==> src/rtl/clk_toggle_gen_pkg.sv <==
// -----------------------------------------------------------------------------
// clk_toggle_gen_pkg
// Shared types and default widths for the clk_toggle_gen block.
//   state_t    : generator FSM states (IDLE, RUN, STOPPING)
//   DIV_W_DEF  : default width of the half-period divider value
//   CNT_W_DEF  : default width of the rising-edge counter
// -----------------------------------------------------------------------------
package clk_toggle_gen_pkg;

  localparam int DIV_W_DEF = 16;
  localparam int CNT_W_DEF = 32;

  typedef enum logic [1:0] {
    IDLE     = 2'd0,
    RUN      = 2'd1,
    STOPPING = 2'd2
  } state_t;

endpackage : clk_toggle_gen_pkg

==> src/rtl/clk_toggle_gen_if.sv <==
// -----------------------------------------------------------------------------
// clk_toggle_gen_if
// Control/status bundle of the clock toggle generator.
//   en          : level request to run the generated clock
//   half_period : clk cycles per generated half-period (0 behaves as 1)
//   clk_out     : generated toggling signal
//   running     : generator is not idle
//   edge_stb    : one-cycle pulse when clk_out rises
//   edge_cnt    : number of clk_out rising edges since reset
// Modports: master drives the request side, slave is the generator.
// -----------------------------------------------------------------------------
interface clk_toggle_gen_if
  import clk_toggle_gen_pkg::*;
#(
  parameter int DIV_W = DIV_W_DEF,
  parameter int CNT_W = CNT_W_DEF
);

  logic             en;
  logic [DIV_W-1:0] half_period;
  logic             clk_out;
  logic             running;
  logic             edge_stb;
  logic [CNT_W-1:0] edge_cnt;

  modport master (
    output en, half_period,
    input  clk_out, running, edge_stb, edge_cnt
  );

  modport slave (
    input  en, half_period,
    output clk_out, running, edge_stb, edge_cnt
  );

endinterface : clk_toggle_gen_if

==> src/rtl/clk_toggle_div.sv <==
// -----------------------------------------------------------------------------
// clk_toggle_div
// Half-period divider for clk_toggle_gen. Holds the cycle counter and the
// latched half-period (hp_r), and flags the cycle on which clk_out must flip.
// Ports:
//   clk, rst_n   : clock, synchronous active-low reset
//   start        : generator leaving IDLE this edge (latch half_period)
//   active       : generator in RUN or STOPPING (divider counts)
//   clk_high     : current clk_out level (a 1->0 flip re-latches half_period)
//   half_period  : requested half-period, 0 substituted by 1
//   toggle       : clk_out flips on the next edge
// -----------------------------------------------------------------------------
module clk_toggle_div
  import clk_toggle_gen_pkg::*;
#(
  parameter int DIV_W = DIV_W_DEF
) (
  input  logic             clk,
  input  logic             rst_n,
  input  logic             start,
  input  logic             active,
  input  logic             clk_high,
  input  logic [DIV_W-1:0] half_period,
  output logic             toggle
);

  localparam logic [DIV_W-1:0] HP_ONE = {{(DIV_W-1){1'b0}}, 1'b1};

  // A zero half-period would never terminate; run it as one cycle instead.
  function automatic logic [DIV_W-1:0] sat_hp(input logic [DIV_W-1:0] hp);
    if (hp == {DIV_W{1'b0}}) begin
      return HP_ONE;
    end else begin
      return hp;
    end
  endfunction

  logic [DIV_W-1:0] div_r;
  logic [DIV_W-1:0] hp_r;
  logic             toggle_s;

  // Terminal count of the current half-period (hp_r is never 0).
  always_comb begin
    toggle_s = 1'b0;
    if (active && (div_r == (hp_r - HP_ONE))) begin
      toggle_s = 1'b1;
    end else begin
      toggle_s = 1'b0;
    end
  end

  assign toggle = toggle_s;

  // Divider counter and half-period latch; hp_r only changes at start or
  // at the end of a high phase so a running phase is never resized.
  always_ff @(posedge clk) begin
    if (!rst_n) begin
      div_r <= {DIV_W{1'b0}};
      hp_r  <= HP_ONE;
    end else if (start) begin
      div_r <= {DIV_W{1'b0}};
      hp_r  <= sat_hp(half_period);
    end else if (active) begin
      if (toggle_s) begin
        div_r <= {DIV_W{1'b0}};
        if (clk_high) begin
          hp_r <= sat_hp(half_period);
        end else begin
          hp_r <= hp_r;
        end
      end else begin
        div_r <= div_r + HP_ONE;
        hp_r  <= hp_r;
      end
    end else begin
      div_r <= {DIV_W{1'b0}};
      hp_r  <= hp_r;
    end
  end

endmodule : clk_toggle_div

==> src/rtl/clk_toggle_gen.sv <==
// -----------------------------------------------------------------------------
// clk_toggle_gen
// Generates a 50% duty toggling signal of period 2*half_period clk cycles
// while en is high, and stops cleanly at the end of a high phase.
// Ports:
//   clk    : sole clock, rising edge
//   rst_n  : synchronous active-low reset (overrides en)
//   bus    : clk_toggle_gen_if.slave (en, half_period in;
//            clk_out, running, edge_stb, edge_cnt out)
// Configuration: define CLK_TOGGLE_GEN_COUNT_EN to implement the rising-edge
// counter; otherwise edge_cnt is tied to 0.
// -----------------------------------------------------------------------------
module clk_toggle_gen
  import clk_toggle_gen_pkg::*;
#(
  parameter int DIV_W = DIV_W_DEF,
  parameter int CNT_W = CNT_W_DEF
) (
  input  logic             clk,
  input  logic             rst_n,
  clk_toggle_gen_if.slave  bus
);

  state_t state_r;
  logic   clk_out_r;
  logic   running_r;
  logic   edge_stb_r;
  logic   toggle_s;
  logic   start_s;
  logic   active_s;
  logic   rise_s;

  assign start_s  = (state_r == IDLE) & bus.en;
  assign active_s = (state_r != IDLE);

  clk_toggle_div #(
    .DIV_W (DIV_W)
  ) u_div (
    .clk         (clk),
    .rst_n       (rst_n),
    .start       (start_s),
    .active      (active_s),
    .clk_high    (clk_out_r),
    .half_period (bus.half_period),
    .toggle      (toggle_s)
  );

  // clk_out is about to go 0->1 on this edge. STOPPING only allows a rise
  // when en has come back, so a stop never produces an extra edge.
  always_comb begin
    rise_s = 1'b0;
    case (state_r)
      IDLE:     rise_s = bus.en;
      RUN:      rise_s = toggle_s & ~clk_out_r;
      STOPPING: rise_s = bus.en & toggle_s & ~clk_out_r;
      default:  rise_s = 1'b0;
    endcase
  end

  // Generator FSM with registered clk_out, running and edge_stb.
  always_ff @(posedge clk) begin
    if (!rst_n) begin
      state_r    <= IDLE;
      clk_out_r  <= 1'b0;
      running_r  <= 1'b0;
      edge_stb_r <= 1'b0;
    end else begin
      edge_stb_r <= rise_s;
      case (state_r)
        IDLE: begin
          if (bus.en) begin
            state_r   <= RUN;
            clk_out_r <= 1'b1;
            running_r <= 1'b1;
          end else begin
            state_r   <= IDLE;
            clk_out_r <= 1'b0;
            running_r <= 1'b0;
          end
        end
        RUN: begin
          clk_out_r <= toggle_s ? ~clk_out_r : clk_out_r;
          running_r <= 1'b1;
          if (!bus.en) begin
            state_r <= STOPPING;
          end else begin
            state_r <= RUN;
          end
        end
        STOPPING: begin
          if (bus.en) begin
            // Resume without touching the phase in progress.
            state_r   <= RUN;
            clk_out_r <= toggle_s ? ~clk_out_r : clk_out_r;
            running_r <= 1'b1;
          end else if (toggle_s) begin
            // End of a phase: a high phase falls, a low phase stays low.
            state_r   <= IDLE;
            clk_out_r <= 1'b0;
            running_r <= 1'b0;
          end else begin
            state_r   <= STOPPING;
            clk_out_r <= clk_out_r;
            running_r <= 1'b1;
          end
        end
        default: begin
          state_r   <= IDLE;
          clk_out_r <= 1'b0;
          running_r <= 1'b0;
        end
      endcase
    end
  end

  assign bus.clk_out  = clk_out_r;
  assign bus.running  = running_r;
  assign bus.edge_stb = edge_stb_r;

`ifdef CLK_TOGGLE_GEN_COUNT_EN
  logic [CNT_W-1:0] edge_cnt_r;

  // Rising-edge counter, wraps from all-ones to zero.
  always_ff @(posedge clk) begin
    if (!rst_n) begin
      edge_cnt_r <= {CNT_W{1'b0}};
    end else if (rise_s) begin
      edge_cnt_r <= edge_cnt_r + {{(CNT_W-1){1'b0}}, 1'b1};
    end else begin
      edge_cnt_r <= edge_cnt_r;
    end
  end

  assign bus.edge_cnt = edge_cnt_r;
`else
  assign bus.edge_cnt = {CNT_W{1'b0}};
`endif

endmodule : clk_toggle_gen

==> src/flat_wrapper.sv <==
// flat-port wrapper written by rule: the top's interface ports become plain ports
module clk_toggle_gen_flat import clk_toggle_gen_pkg::*;
#(
  parameter int DIV_W = DIV_W_DEF,
  parameter int CNT_W = CNT_W_DEF
)
  (clk, rst_n, bus_en, bus_half_period, bus_clk_out, bus_running, bus_edge_stb, bus_edge_cnt);
  clk_toggle_gen_if #(.DIV_W(DIV_W), .CNT_W(CNT_W)) bus_i ();
  input  logic clk;
  input  logic rst_n;
  input wire logic [$bits(bus_i.en)-1:0] bus_en;
  input wire logic [$bits(bus_i.half_period)-1:0] bus_half_period;
  output wire logic [$bits(bus_i.clk_out)-1:0] bus_clk_out;
  output wire logic [$bits(bus_i.running)-1:0] bus_running;
  output wire logic [$bits(bus_i.edge_stb)-1:0] bus_edge_stb;
  output wire logic [$bits(bus_i.edge_cnt)-1:0] bus_edge_cnt;
  assign bus_i.en = bus_en;
  assign bus_i.half_period = bus_half_period;
  assign bus_clk_out = bus_i.clk_out;
  assign bus_running = bus_i.running;
  assign bus_edge_stb = bus_i.edge_stb;
  assign bus_edge_cnt = bus_i.edge_cnt;
  clk_toggle_gen #(.DIV_W(DIV_W), .CNT_W(CNT_W)) u_core (.clk(clk), .rst_n(rst_n), .bus(bus_i));
endmodule
==> config.mk <==
export PLATFORM = sky130hd
export DESIGN_NAME = clk_toggle_gen_flat
export DESIGN_NICKNAME = d
export VERILOG_FILES = /design/src/rtl/clk_toggle_gen_pkg.sv /design/src/rtl/clk_toggle_gen_if.sv /design/src/rtl/clk_toggle_div.sv /design/src/rtl/clk_toggle_gen.sv /design/src/flat_wrapper.sv
export SDC_FILE = /design/constraint.sdc
export NUM_CORES = 1
export LEC_CHECK = 0
export BUFFER_PORTS_ARGS = -buffer_cell sky130_fd_sc_hd__buf_4
export CAP_MARGIN = 15
export CORE_UTILIZATION = 30
export DETAILED_ROUTE_END_ITERATION = 12
export GPL_ROUTABILITY_DRIVEN = 0
export REMOVE_ABC_BUFFERS = 1
export SLEW_MARGIN = 25
export SYNTH_ARGS = -nofsm -noshare
export SYNTH_HDL_FRONTEND = slang
export SYNTH_SLANG_ARGS = --single-unit
==> constraint.sdc <==
create_clock -name clk -period 3.3 [get_ports clk]
set_clock_uncertainty 0.1 [all_clocks]
set_input_delay 0.495 -clock clk [delete_from_list [all_inputs] [get_ports clk]]
set_output_delay 0.495 -clock clk [all_outputs]
set_load 0.005 [all_outputs]
==> key figures <==
Global routing
  – Met2 usage: 19.44%
  – Vias in the first global route: 1765
  – Global-route wire length before repair: 8162 um
  – Grt total ovfl: 0
  – GRT busiest layer: met2
  – Largest net degree at the start of global routing: 36
  – M1 GR Usage: around 15%
  – Gr usage total: 12.05%
  – Initial antenna violation count: 0
  – Met3 Resource Use GR: 2.545%

Worst hold path
  – Hold crit path type: in2reg

Clocking
  – H-tree levels: 2
  – CTS resizes: 0
  – Hold-fix buffer count after cts: 0
  – Clock-pin transition on the worst setup and hold timing paths: 0.07 ns
  – Setup Fix Bufs, Post-CTS: 0
  – CTS root buf: clkbuf_8
  – CTS tree: built
  – # clock sinks: 37
  – CTS Buf Count: 5
  – Clock buffer depth: 2
  – Clock Latency Late Sink: 0.28 ns

Timing
  – Max Clock Freq: between 300 and 400 MHz
  – Setup TNS: 0 ns
  – Worst-Margin Slew: 0.5340 ns
  – Fin. max-slew vios: 0
  – Min cycle time layout: 2.940 ns
  – RSZ-0062 raised after global routing: false
  – Period utilisation layout: 89.10%
  – Final Hold Viols: 0
  – Rel. slew slack: 64.40%
  – Final setup viols: 0

Floorplanning
  – Die Span Y: ~93 um
  – Row count: 32
  – Die Wd: 92.71 um
  – Initial Utilization: 31.46%
  – Die area: 8595 um^2
  – Core Region: 7848 um^2
  – IO Count: 54

Setup path
  – Endpoint class of the critical path: flop
  – Worst EP arrival: roughly 3.0 ns
  – CP Max Fanout: 15
  – Nature of the critical path startpoint: flop
  – Worst EP required: approximately 3.4 ns
  – Crit path max-delay cell type: or3b_2
  – Bufs and invs on worst path: 1
  – CP Cell Sequence: inv_1, ha_1, or3b_2, nor4_2, o21ai_1, a21o_1, a21oi_1, a211o_1, nor2_1
  – Crit-path leading delay family: compound AO/OA/AOI/OAI gates
  – Crit path kind: reg2reg
  – CP max stage delay: approximately 0.51 ns

Detailed routing
  – DRC errors left: 0
  – DR pass1 iterations: 4
  – Routed len/inst: about 12 um
  – Antenna violation net count after detailed routing: 0
  – Drt first-iter violations: 80
  – Drt via density: 4.695
  – Via count: 1972
  – Total wire length: between 4000 and 5000 um

Flow run
  – Max Cap Viol: 0

Yosys
  – Synthesized area per cell: 8.256 um^2
  – Yosys warns: 0
  – Post-synth EDFFs: 0
  – Mapped Cells: 299
  – FF+latch count, synth: 37
  – Count of cell types in the netlist: 47
  – Synth area leaders: dfxtp_1, buf_4, xnor2_1
  – Synthesized area: 2469 um^2
  – Most common cell in the synthesized netlist: nand2_1
  – Leading area contributor after synthesis: dfxtp_1
  – Synth cell count leaders: nand2_1, dfxtp_1, buf_4
  – Post-synth top area share: 30.01%
  – Ys async rst share: 0%
  – Top FF cell, synth: dfxtp_1
  – Sequential-to-total area share from yosys stat: 30.01%

Place
  – Port Buffers: 21
  – HPWL Detailed: approximately 3800 um
  – Post-placement cell area: 2592 um^2

Pwr
  – Pwr/cell area: ~380 nW/um^2
  – Peak supply drop: 178.1 uV
  – Leakage: 1.105 nW

Final layout
  – Fillers: a little under 900
  – Multi-input gate area: 1510 um^2
  – Share of layout cells above drive strength 1: 11.32%
  – Area Growth Syn to Fin: 8.261%
  – Register area: 740.7 um^2
  – Final core occ: 34.06%
  – Number of diodes: 0
  – Fin area: 2673 um^2
  – Fin nets: 342

Run status
  – Status: finished, final reports clean
[layer usage]
layer  share of wire (%)  vias to the layer above
met1                  48                      898
met3                 4.2                        9
met4                 2.7                        0
li1                    -                     1005
met5                   0                        -
met2                  45                       60
[power by group]
part	switching (mW)	internal (mW)	total, mW
Sequential	0.0271	0.467	0.494
Clock	0.149	0.150	0.299
Combinational	0.117	0.0927	0.210
[worst reg2reg max path, stage by stage, from the launching register on]
cell     delay [ns]
dfxtp_1        0.36
inv_1          0.10
ha_1           0.30
or3b_2         0.51
nor4_2         0.23
o21ai_1        0.10
a21o_1         0.20
a21oi_1        0.30
a211o_1        0.49
nor2_1         0.11
[area by class of cell]
cell class | count | area share, %
Clock buffer | 8 | 2.996
Sequential cell | 37 | 27.72
Inverter | 11 | 1.545
Timing Repair Buffer | 23 | 6.461
Tap cell | 102 | 4.775
Multi-Input combinational cell | 239 | 56.51
[path summary, 6_finish.rpt]
kind         cells after the start  slack, ns               endpoint                   from
max                              9       0.36  u_core.u_div.div_r[5]   u_core.u_div.hp_r[0]
min                              3       0.36  u_core.u_div.hp_r[15]    bus_half_period[15]
max reg2reg                      9       0.36  u_core.u_div.div_r[5]   u_core.u_div.hp_r[0]
min reg2reg                      2       0.38  u_core.u_div.hp_r[15]  u_core.u_div.hp_r[15]
[state kept, by name, indices dropped and copies added (netlist names)]
| name | cells |
|---|---|
| u_core.bus.clk_out | 1 |
| u_core.bus.running | 1 |
| u_core.u_div.div_r | 16 |
| u_core.u_div.hp_r | 16 |
| u_core.bus.edge_stb | 1 |
| u_core.state_r | 2 |
[kinds of logic (layout without fill, tap and decap cells)]
logic type / after synthesis / count (layout) / share of synthesized area [%]
buf+inv: 54 / 42 / 13.53
simple gates: 117 / 117 / 23.57
fa+ha+maj: 6 / 6 / 3.041
mux: 16 / 16 / 6.538
compound gates: 37 / 37 / 12.16
flops: 37 / 37 / 30.01
other cells: 1 / 32 / 0.1519
xor+xnor: 31 / 31 / 11.00
[placed cells by master, fill, tap and decap left out, types with 6 or more instances in the layout]
cell and instances:
nand2_1 40, buf_4 23, a21oi_1 9, nand3_1 7, mux2i_1 15, xnor2_1 20
inv_1 11, nor3_1 7, nor4_1 7, conb_1 32, nand4_1 6, nor2_1 28
dfxtp_1 37, xor2_1 11, ha_1 6
[per-stage QoR]
stage / worst slack [ns] / power [mW] / hold WS, ns / instances
floorplan: 0.2215 / 0.6422 / 0.3496 / 287
global placement: 0.4703 / 0.7088 / 0.3680 / 412
detailed placement: 0.3478 / 0.7122 / 0.3708 / 412
CTS: 0.3391 / 1.019 / 0.3518 / 420
global route: 0.1021 / 1.061 / 0.3536 / 420
finish: 0.3596 / 1.003 / 0.3617 / 420
Power figures use the tool's default switching activity.
